===== src/rtl/arb_pkg.sv =====
// rtl/arb_pkg.sv - shared constants for the memory port arbiter
package arb_pkg;

    localparam int NUM_REQ = 4;
    localparam int SEL_W   = 2;

    localparam logic [0:0] ST_IDLE = 1'b0;
    localparam logic [0:0] ST_OWN  = 1'b1;

    localparam logic [SEL_W-1:0] REQ_FETCH = 2'd0;
    localparam logic [SEL_W-1:0] REQ_LDST  = 2'd1;
    localparam logic [SEL_W-1:0] REQ_DMA   = 2'd2;
    localparam logic [SEL_W-1:0] REQ_DEBUG = 2'd3;

endpackage


===== src/rtl/mem_port_arbiter_rr_pick.sv =====
// rtl/mem_port_arbiter_rr_pick.sv - rotate-priority encoder starting at ptr
module rr_pick
    import arb_pkg::*;
(
    input  logic [NUM_REQ-1:0] req,
    input  logic [SEL_W-1:0]   ptr,
    output logic               valid,
    output logic [SEL_W-1:0]   idx
);

    logic [SEL_W-1:0] cand;

    // Scan from the farthest offset back to ptr so the nearest set bit wins
    always_comb begin
        valid = |req;
        idx   = '0;
        cand  = '0;
        for (int i = NUM_REQ - 1; i >= 0; i--) begin
            cand = ptr + SEL_W'(i);
            if (req[cand]) begin
                idx = cand;
            end
        end
    end

endmodule


===== src/rtl/mem_port_arbiter.sv =====
// rtl/mem_port_arbiter.sv - round-robin owner arbiter for a shared memory port
module mem_port_arbiter
    import arb_pkg::*;
#(
    parameter int TIMEOUT = 255,
    parameter int TMO_W   = 8
) (
    input  logic               clk,
    input  logic               rst_n,
    input  logic [NUM_REQ-1:0] req,
    input  logic               port_done,
    output logic [NUM_REQ-1:0] grant,
    output logic [SEL_W-1:0]   mux_sel,
    output logic               busy,
    output logic               timeout_err
);

    localparam logic [TMO_W-1:0] WD_LAST = TMO_W'(TIMEOUT - 1);

    logic [0:0]       state;
    logic [SEL_W-1:0] rr_ptr;
    logic [TMO_W-1:0] wd_cnt;
    logic             pick_valid;
    logic [SEL_W-1:0] pick_idx;
    logic             owner_req;
    logic             release_now;

    rr_pick u_rr_pick (
        .req   (req),
        .ptr   (rr_ptr),
        .valid (pick_valid),
        .idx   (pick_idx)
    );

    // Release evaluation for the current owner; done outranks withdraw outranks watchdog
    always_comb begin
        owner_req   = req[mux_sel];
        release_now = port_done || !owner_req || (wd_cnt == WD_LAST);
    end

    // Ownership FSM with round-robin pointer and watchdog
    always_ff @(posedge clk) begin
        if (!rst_n) begin
            state       <= ST_IDLE;
            grant       <= '0;
            mux_sel     <= '0;
            busy        <= 1'b0;
            timeout_err <= 1'b0;
            rr_ptr      <= '0;
            wd_cnt      <= '0;
        end else begin
            case (state)
                ST_IDLE: begin
                    timeout_err <= 1'b0;
                    if (pick_valid) begin
                        grant   <= NUM_REQ'(1) << pick_idx;
                        mux_sel <= pick_idx;
                        busy    <= 1'b1;
                        wd_cnt  <= '0;
                        state   <= ST_OWN;
                    end
                end
                default: begin
                    if (release_now) begin
                        grant       <= '0;
                        busy        <= 1'b0;
                        rr_ptr      <= mux_sel + 1'b1;
                        state       <= ST_IDLE;
                        // Only a pure watchdog expiry reports an error
                        timeout_err <= !port_done && owner_req;
                    end else begin
                        wd_cnt      <= wd_cnt + 1'b1;
                        timeout_err <= 1'b0;
                    end
                end
            endcase
        end
    end

endmodule


===== config.mk =====
export PLATFORM = sky130hd
export DESIGN_NAME = mem_port_arbiter
export DESIGN_NICKNAME = d
export VERILOG_FILES = /design/src/rtl/arb_pkg.sv /design/src/rtl/mem_port_arbiter_rr_pick.sv /design/src/rtl/mem_port_arbiter.sv
export SDC_FILE = /design/constraint.sdc
export NUM_CORES = 1
export LEC_CHECK = 0
export CAP_MARGIN = 15
export CORE_AREA = 2 2 57 45
export DETAILED_ROUTE_END_ITERATION = 10
export DIE_AREA = 0 0 59 47
export GPL_TIMING_DRIVEN = 0
export HOLD_SLACK_MARGIN = 0.02
export PLACE_DENSITY = 0.71
export SYNTH_ARGS = -nofsm -noshare
export SYNTH_HDL_FRONTEND = slang
export SYNTH_SLANG_ARGS = --single-unit

===== constraint.sdc =====
create_clock -name clk -period 1.5 [get_ports clk]
set_input_delay 0.375 -clock clk [delete_from_list [all_inputs] [get_ports clk]]
set_output_delay 0.375 -clock clk [all_outputs]
set_load 0.02 [all_outputs]

# Yosys cells after proc, flatten, opt, wreduce, memory -nomap -nowiden

Index checks and enable logic that the tools add are counted.

Bits in registers: 19
Input port bits: 7
Output and inout bits: 8
Word-level logic and storage cells: 60

Add/subtract/negate cells: 5
Order comparisons: 5
Eq/ne operators: 3
Shift operators: 1
Multiplexer cells: 26
Bitwise gates (word level): 1
Reductions and logical operators: 12

Operator list:

| kind                | number |
|---|---|
| $mux 8              | 3 |
| $lt 2x3->1 const B  | 5 |
| $mux 4              | 3 |
| $mux 1              | 11 |
| $bmux 1 s2          | 5 |
| $add 8x1->8 const B | 1 |
| $eq 8x8->1 const B  | 1 |
| $mux 2              | 4 |
| $reduce_and 2->1    | 4 |
| $add 2x1->2 const B | 2 |
| $add 2x2->2 const B | 2 |
| $reduce_or 4->1     | 1 |
| $shl 1x2->4 const A | 1 |
| $reduce_and 3->1    | 1 |
| $logic_not 1->1     | 2 |
| $logic_or 1x1->1    | 2 |
| $ne 2x1->1 const B  | 1 |
| $ne 2x2->1 const B  | 1 |
| $reduce_bool 2->1   | 1 |
| $logic_and 1x1->1   | 1 |
| $not 1->1           | 1 |

# Depth between registers and ports, before layout

Gate-level depths: netlist of the first run.

Depth in word-level cells: 10
Mapped depth: 7
Gate-level depth less buffers: 6

# Modules after synthesis

Synthesis of the first run repeated with hierarchy kept, for this count alone.

Cells, all modules: 124
Area total of the unflattened synthesis: 1033.5 um^2

By module, submodules not included:

| module           | times used | cells each | area an instance (um^2) |
|---|---|---|---|
| mem_port_arbiter | 1          | 111        | 955.9 |
| rr_pick          | 1          | 13         | 77.6 |

# Worst setup path after synthesis of the first run

Ideal clock, no wire load.

Kind: register to register
Start: register mux_sel[0]
End: register rr_ptr[0]
Library setup time: 0.116 ns
Arrival: 1.591 ns
Required time: 1.384 ns
Slack: -0.208 ns
Stages on the path, launching flop included: 6
Period minus slack after synthesis: 1.708 ns
Cells stage by stage: dfxtp_1 -> mux2_2 -> a22oi_4 -> buf_2 -> o211ai_1 -> o211a_1

Longest elaborated chain between the ends: 6
Elaborated cells between the ends (all ways): 7

RTL lines:

| item                              | line                   | RTL |
|---|---|---|
| start: declaration                | mem_port_arbiter.sv:13 | `output logic [SEL_W-1:0] mux_sel,` |
| start signal: assignment          | mem_port_arbiter.sv:57 | `mux_sel <= pick_idx;` |
| $bmux 1 s2                        | mem_port_arbiter.sv:37 | `owner_req = req[mux_sel];` |
| $mux 1 (not written as such)      | mem_port_arbiter.sv:37 |  |
| $logic_not 1->1                   | mem_port_arbiter.sv:38 | `release_now = port_done \|\| !owner_req \|\| (wd_cnt == WD_LAST);` |
| $logic_or 1x1->1 (2 in a row)     | mem_port_arbiter.sv:38 |  |
| $reduce_and 2->1 (no source line) | --                     |  |
| end signal: assignment            | mem_port_arbiter.sv:67 | `rr_ptr <= mux_sel + 1'b1;` |
| end: declaration                  | mem_port_arbiter.sv:21 | `logic [SEL_W-1:0] rr_ptr;` |

Several ways; a longest one is shown, not always the timed one. The select of a mux whose other input is x is not followed.
A chain may end at the register's enable or synchronous reset.

# Worst setup path in the final report of the first run

Start: register mux_sel[0]
End: register rr_ptr[1]

Same word-level chain as after synthesis.

==> run summary, run 1 <==
IR Drop Worst-Case VDD = 0.468 mV
DIE WIDTH = 59 um
global-route wire length before repair = 3.98 mm
Worst Path Max Fanout = 8
Highest Clock Rate = 0.662 GHz
number of buffers between clock root and the deepest sink = 2
cell with the biggest individual delay on the critical path = sky130_fd_sc_hd__dfxtp_4
Routability Congestion = 0.780
number of H-tree levels = 1
Worst Path Arrival = 1.75 ns
synthesized instance count = 111
minimum period implied by the final worst setup slack = 1.51 ns
number of enable flip-flop cells after synthesis = 0
fin worst setup slack = -0.0100 ns
source of the worst register-to-register timing path = mux_sel[0]$_SDFFE_PN0P_
grt total ovfl = 0
Crit. Startpoint = mux_sel[0]$_SDFFE_PN0P_
number of top-level design ports = 15
static leakage = 0.529 nW
RR Endpoint = rr_ptr[1]$_SDFFE_PN0P_
number of hold violations in the final report = 0
Worst-Margin Slew = 0.319 ns
synthesis-stage register bit count = 19
core box area = 0.00221 sq mm
setup slack at placement = -0.709 ns
TritonCTS clock tree = built
sum of negative setup slack = -0.0100 ns
post-CTS clock slew at the launch and capture registers of the worst setup and hold paths = 0.12 ns
number of CTS-inserted buffers = 3
clock root buffer = sky130_fd_sc_hd__clkbuf_4
endpoints failing setup = 1
Max-cap violations = 0
Clk Latency, worst-skew pair = 0.30 ns
post-DP HPWL = 1.69 mm
fraction of layout cells with a size suffix above 1 = 38.1%
cell count of the worst reg-to-reg path = 5
Post-Route Skew = 0.0122 ns
Util after Layout = 62.0%
via count of the first global-routing pass = 886
Worst Hold Launch = wd_cnt[6]$_SDFFE_PN0P_
cell depth of the worst hold path = 1
die outline height = 47 um
initial antenna violation count = 0
Final Routed Wirelength = 2.50 mm
drt first pass iters = 4
Syn Std Cell Area = 992 sq um
max-slew violation total from the final report = 0
most common flop cell mapped by yosys = sky130_fd_sc_hd__dfxtp_1
pin count of the biggest net entering global routing = 12
number of core rows = 15
count of unique library cells instantiated by Yosys = 38
Worst Setup Start Kind = register
number of placed cells counting well taps = 150
post-layout power = 1.08 mW
DR WL/cell = 15.2 um
Final Non-Filler Cells = 164
Post-Synthesis Mean Instance Area = 8.94 sq um
Vias/cell = 5.90
total vias in the final route = 967
initial cell density of the core = 44.8%
CP top delay family = multiplexers
IO Port Bufs = 14
setup repair after global routing missed its margin = yes
synthesis-to-finish area growth = 38.5%
class of the most critical hold timing path = reg2reg
hold path endpoint = wd_cnt[6]$_SDFFE_PN0P_
fraction of the yosys area taken by sequential cells = 38.3%
power density normalized to cell area = 786 mW/mm^2
final net count = 149
violations in the final reports = negative setup slack
classification of the worst setup path = reg2reg
Final ANT Viol Nets = 0
flop-to-flop setup slack = -0.01 ns
Bufs and invs on worst path = 1
cells along the critical path = mux2_4, a22oi_4, o21a_1, buf_6, mux2i_1
part of the cycle the worst path needs = 101%
synthesized netlist net count = 120
Ys Warns = 0
antenna fix cells = 0
die footprint = 0.00277 sq mm
endpoint type of the worst setup path = register
number of inserted filler cells in the final layout = 185
result of the run = finished with violations
required time of the critical path = 1.74 ns
delay of the slowest cell on the worst path = 0.40 ns
share of flip-flops with an asynchronous set or reset after synthesis = 0%
clk sink count = 19
first-iteration detailed-routing DRC count = 26
final routed DRC violation total = 0
overall fraction of global-route tracks in use = 19.4%
Worst slew margin = 78.4%
[power by group]
| part | internal [mW] | switching, mW | total, mW | leakage, nW |
|---|---|---|---|---|
| Combinational | 0.124 | 0.147 | 0.271 | 0.351 |
| Clock | 0.0994 | 0.162 | 0.262 | 0.0177 |
| Sequential | 0.527 | 0.0211 | 0.548 | 0.160 |
[worst max path at each step]
stage | end | slack (ns) | cells after the start
after global routing | rr_ptr[1]$_SDFFE_PN0P_ | -0.11 | 5
final | rr_ptr[1]$_SDFFE_PN0P_ | -0.01 | 5
after global placement | mux_sel[0]$_SDFFE_PN0P_ | -0.63 | 6
after detailed placement | wd_cnt[2]$_SDFFE_PN0P_ | -0.71 | 6
after floorplan | rr_ptr[0]$_SDFFE_PN0P_ | 0.01 | 5
after CTS | rr_ptr[1]$_SDFFE_PN0P_ | -0.008 | 5
[stage by stage]
stage          hold WS, ns  instance area (sq um)
2_1_floorplan        0.436                   1000
3_3_place_gp         0.452                   1170
3_5_place_dp         0.465                   1170
4_1_cts              0.482                   1270
5_1_grt              0.508                   1370
6_report             0.476                   1370
[per-layer routing]
metal | GRT usage (%) | vias to the layer above | wire [um]
met5 | 0 | - | 0
met2 | 32.4 | 25 | 1220
met4 | 5.45 | 0 | 19
met1 | 25.6 | 459 | 1120
li1 | - | 481 | -
met3 | 4.41 | 2 | 133
[registers in the layout, summed over array words and instances, names as in the netlist]
name and count:
wd_cnt 8, grant 4, mux_sel 2, rr_ptr 2, busy 1, state 1, timeout_err 1
[synth_stat cells (all sizes together) (2+ instances only)]
| library cell | count | area share (%) |
|---|---|---|
| nor3b | 2 | 1.5 |
| nor2 | 5 | 1.9 |
| nand2 | 12 | 4.5 |
| clkbuf | 2 | 0.76 |
| o21ai | 3 | 1.5 |
| nor3 | 2 | 1.0 |
| nand4 | 2 | 1.3 |
| o21a | 5 | 3.8 |
| ha | 2 | 2.5 |
| nand3 | 5 | 2.5 |
| or3 | 3 | 1.9 |
| a21oi | 8 | 4.0 |
| o31ai | 2 | 1.5 |
| o32ai | 4 | 3.5 |
| or4 | 3 | 2.3 |
| inv | 4 | 1.5 |
| buf | 4 | 3.2 |
| dfxtp | 19 | 38 |
| mux2i | 3 | 3.0 |
| o311ai | 2 | 1.8 |
| o41ai | 2 | 1.8 |
| nor4 | 3 | 2.5 |
| mux2 | 2 | 2.3 |
[layout by cell type, fill, tap and decap left out, types with 3 or more instances in the layout]
cell / synthesis / final
sky130_fd_sc_hd__a21oi_1: 8 / 6
sky130_fd_sc_hd__nor2_1: 5 / 3
sky130_fd_sc_hd__dlygate4sd2_1: 0 / 9
sky130_fd_sc_hd__nand3_1: 5 / 4
sky130_fd_sc_hd__o21a_1: 5 / 5
sky130_fd_sc_hd__nand2_1: 12 / 11
sky130_fd_sc_hd__dfxtp_2: 0 / 5
sky130_fd_sc_hd__dfxtp_4: 0 / 4
sky130_fd_sc_hd__dfxtp_1: 19 / 10
sky130_fd_sc_hd__or3_1: 3 / 3
sky130_fd_sc_hd__buf_2: 1 / 3
sky130_fd_sc_hd__clkbuf_4: 0 / 3
sky130_fd_sc_hd__o32ai_1: 4 / 3
sky130_fd_sc_hd__mux2i_1: 3 / 3
sky130_fd_sc_hd__buf_6: 1 / 3
sky130_fd_sc_hd__inv_1: 4 / 4
sky130_fd_sc_hd__buf_4: 2 / 10
[kinds of logic (layout without fill, tap and decap cells)]
| group | count (synthesis) | in the layout | synth area share, % |
|---|---|---|---|
| and+or+nand+nor | 41 | 41 | 22.2 |
| buffers and inverters | 10 | 38 | 5.42 |
| xor gates and xnor gates | 1 | 1 | 0.883 |
| muxes | 5 | 5 | 5.30 |
| AOI/OAI and AO/OA | 33 | 33 | 25.3 |
| adders and majority gates | 2 | 2 | 2.52 |
| DFF | 19 | 19 | 38.3 |
[area by class of cell]
class	count	area (sq um)	share of cell area (%)
well taps	25	31.3	2.28
inverters	4	15.0	1.09
clock buffers	3	22.5	1.64
multi-input cells	82	654	47.6
repair buffers	26	205	14.9
clock inverters	1	5.00	0.364
flip-flops and latches	19	402	29.2
plain buffers	4	38.8	2.82
[what timing repair did]
item / CTS / global route
buffers inserted: 5 / 6
gates resized for setup: 38 / 25
pin swaps: 2 / 7
endpoints found under the hold margin: 0 / 0
hold buffers: 0 / 0
endpoints found under the setup margin: 26 / 18
cloned: 1 / 0
No activity file was read; power rests on OpenSTA's default activity.
==> run 2, diff against run 1 <==
--- a/config.mk
+++ b/config.mk
@@ -6,12 +6,14 @@
 export NUM_CORES = 1
 export LEC_CHECK = 0
 export CAP_MARGIN = 15
-export CORE_AREA = 2 2 57 45
+export CELL_PAD_IN_SITES_DETAIL_PLACEMENT = 1
+export CELL_PAD_IN_SITES_GLOBAL_PLACEMENT = 2
+export CORE_AREA = 2 2 72 57
 export DETAILED_ROUTE_END_ITERATION = 10
-export DIE_AREA = 0 0 59 47
+export DIE_AREA = 0 0 74 59
 export GPL_TIMING_DRIVEN = 0
 export HOLD_SLACK_MARGIN = 0.02
-export PLACE_DENSITY = 0.71
+export PLACE_DENSITY_LB_ADDON = 0.1
 export SYNTH_ARGS = -nofsm -noshare
 export SYNTH_HDL_FRONTEND = slang
 export SYNTH_SLANG_ARGS = --single-unit
==> run 2 against run 1 <==
Compared with the run above: the run still ends with negative setup slack left; flip-flop and latch count is the same; clock-buffer cell count grew 1; maximum frequency shrank 2.7%; clock skew shrank 0.0095 ns; cell count grew 20%; worst hold slack gained 0.012 ns; sequential power is essentially flat; critical path depth is the same; highest routed layer unchanged.
==> run summary, run 2 (same netlist as run 1, synthesis figures left out) <==
result of the run = finished with violations
violations in the final reports = negative setup slack
Crit. Startpoint = mux_sel[0]$_SDFFE_PN0P_
die outline height = 59 um (+26%)
source of the worst register-to-register timing path = mux_sel[0]$_SDFFE_PN0P_
number of inserted filler cells in the final layout = 420 (+130%)
synthesis-to-finish area growth = 58.3%
setup repair after global routing missed its margin = yes
setup slack at placement = -0.702 ns (+0.00696 ns)
part of the cycle the worst path needs = 103% (+2.8 points)
max-slew violation total from the final report = 0 (unchanged)
clock root buffer = sky130_fd_sc_hd__clkbuf_8
Worst-Margin Slew = 0.462 ns (+0.143 ns)
Worst slew margin = 69.2% (-9.2 points)
Worst Path Arrival = 1.74 ns (about the same)
Vias/cell = 5.09 (-14%)
cell internal power dissipation = 0.854 mW (+14%)
final net count = 155 (+4.0%)
RR Endpoint = rr_ptr[1]$_SDFFE_PN0P_
Max-cap violations = 0 (unchanged)
number of H-tree levels = 1 (unchanged)
power density normalized to cell area = 780 mW/mm^2 (-0.80%)
DR WL/cell = 15.7 um (+2.8%)
die footprint = 0.00437 sq mm (+57%)
fraction of layout cells with a size suffix above 1 = 45.5% (+7.4 points)
via count of the first global-routing pass = 1015 (+15%)
core box area = 0.00359 sq mm (+62%)
drt first pass iters = 4 (unchanged)
first-iteration detailed-routing DRC count = 33 (+27%)
final routed DRC violation total = 0 (unchanged)
relative contribution of sequential cells to total power = 44.9% (-5.8 points)
number of CTS-inserted buffers = 3 (unchanged)
pin count of the biggest net entering global routing = 11 (-1)
class of the most critical hold timing path = reg2reg
net switching power = 0.371 mW (+12%)
initial antenna violation count = 0 (unchanged)
max reg flops = 8 (unchanged)
number of hold violations in the final report = 0 (unchanged)
number of buffers added to fix hold violations after cts = 0 (unchanged)
minimum period implied by the final worst setup slack = 1.55 ns (+0.0417 ns)
grt total ovfl = 0 (unchanged)
DIE WIDTH = 74 um (+25%)
overall fraction of global-route tracks in use = 15.7% (-3.7 points)
post-CTS clock slew at the launch and capture registers of the worst setup and hold paths = 0.08 ns (-0.04 ns)
number of top-level design ports = 15 (unchanged)
Final ANT Viol Nets = 0 (unchanged)
combinational fraction of design power = 24.6% (-0.5 points)
IR Drop Worst-Case VDD = 0.350 mV (-25%)
global-route wire length before repair = 5.15 mm (+29%)
TritonCTS clock tree = built
leading registers by flop count = wd_cnt (8), grant (4)
number of buffers between clock root and the deepest sink = 2 (unchanged)
sum of negative setup slack = -0.203 ns (-0.193 ns)
Clk Latency, worst-skew pair = 0.26 ns (-0.04 ns)
register with the most flip-flops = wd_cnt
Post-Route Skew = 0.00275 ns (-0.00947 ns)
IO Port Bufs = 14 (unchanged)
classification of the worst setup path = reg2reg
fin worst setup slack = -0.0517 ns (-0.0417 ns)
endpoint type of the worst setup path = register
most frequent cells in the layout = sky130_fd_sc_hd__buf_4 (15), sky130_fd_sc_hd__dfxtp_1 (12), sky130_fd_sc_hd__nand2_1 (10)
Worst Hold Launch = grant[0]$_SDFFE_PN0P_
required time of the critical path = 1.69 ns (-0.05 ns)
Final Routed Wirelength = 3.09 mm (+24%)
cell depth of the worst hold path = 2 (+1)
clk sink count = 19 (unchanged)
Routability Congestion = 0.796 (+2.1%)
antenna fix cells = 0 (unchanged)
cell count of the worst reg-to-reg path = 5 (unchanged)
flop-to-flop setup slack = -0.05 ns (-0.04 ns)
post-DP HPWL = 2.07 mm (+23%)
clock network power share = 30.5% (+6.3 points)
Highest Clock Rate = 0.644 GHz (-2.7%)
initial cell density of the core = 27.6% (-17 points)
endpoints failing setup = 8 (+7)
net switching share of the total power = 30.3% (-0.26 points)
Worst Path Max Fanout = 8 (unchanged)
hold path endpoint = grant[0]$_SDFFE_PN0P_
commonest non-fill, non-tap cell in the layout = sky130_fd_sc_hd__buf_4
total vias in the final route = 1002 (+3.6%)
static leakage = 0.580 nW (+9.7%)
number of core rows = 19 (+4)
Worst Setup Start Kind = register
run 2: layout make-up:
class	count	area [sq um]	share of cell area, %
tap	52	65.1	4.14
timing repair buffer	32	255	16.3
buffer	4	38.8	2.47
sequential	19	399	25.4
inverter	4	15.0	0.956
multi-input combinational	82	752	47.9
clock buffer	4	45.0	2.87
run 2: routing by layer:
| layer | wire [um] | global-route usage, % | vias to the layer above |
|---|---|---|---|
| met2 | 1400 | 24.1 | 14 |
| met4 | 30 | 3.90 | 0 |
| met1 | 1550 | 22.3 | 487 |
| met3 | 107 | 3.74 | 4 |
| li1 | - | - | 497 |
| met5 | 0 | 0 | - |
run 2: power groups by stage:
stage / combinational, mW / clock (mW) / sequential (mW)
after floorplan: 0.126 / 0 / 0.572
after global placement: 0.237 / 0 / 0.556
after detailed placement: 0.238 / 0 / 0.557
after CTS: 0.272 / 0.390 / 0.553
after global routing: 0.328 / 0.409 / 0.555
final: 0.301 / 0.374 / 0.550
run 2: worst max path at each step:
stage                                        end  cells after the start  slack, ns
final                     rr_ptr[1]$_SDFFE_PN0P_                      5      -0.05
after global routing      rr_ptr[1]$_SDFFE_PN0P_                      5      -0.16
after CTS                 rr_ptr[1]$_SDFFE_PN0P_                      5      -0.11
after detailed placement  wd_cnt[6]$_SDFFE_PN0P_                      6      -0.70
after global placement    wd_cnt[6]$_SDFFE_PN0P_                      6      -0.69
after floorplan           rr_ptr[0]$_SDFFE_PN0P_                      5       0.01
run 2: repair_timing:
action                                  in CTS  in global routing
setup buffers                                7                 10
endpoints found under the setup margin      27                 18
gates cloned                                 1                  0
pin swaps                                    8                 10
resized for setup                           60                 21
run 2: critical path: stages, from the launching register on:
cell,delay (ns)
sky130_fd_sc_hd__dfxtp_4,0.38
sky130_fd_sc_hd__mux2_4,0.31
sky130_fd_sc_hd__a22oi_4,0.31
sky130_fd_sc_hd__o21a_1,0.17
sky130_fd_sc_hd__buf_6,0.14
sky130_fd_sc_hd__mux2i_1,0.17
run 2: metrics by stage:
step / util (%) / total power, mW / std cells / hold WS, ns / cell area [sq um]
finish: 43.7 / 1.22 / 197 / 0.488 / 1570
global route: 43.7 / 1.29 / 197 / 0.519 / 1570
CTS: 39.4 / 1.21 / 187 / 0.495 / 1420
detailed placement: 33.6 / 0.795 / 177 / 0.486 / 1200
global placement: 33.6 / 0.792 / 177 / 0.468 / 1200
floorplan: - / 0.698 / 111 / 0.436 / 1000
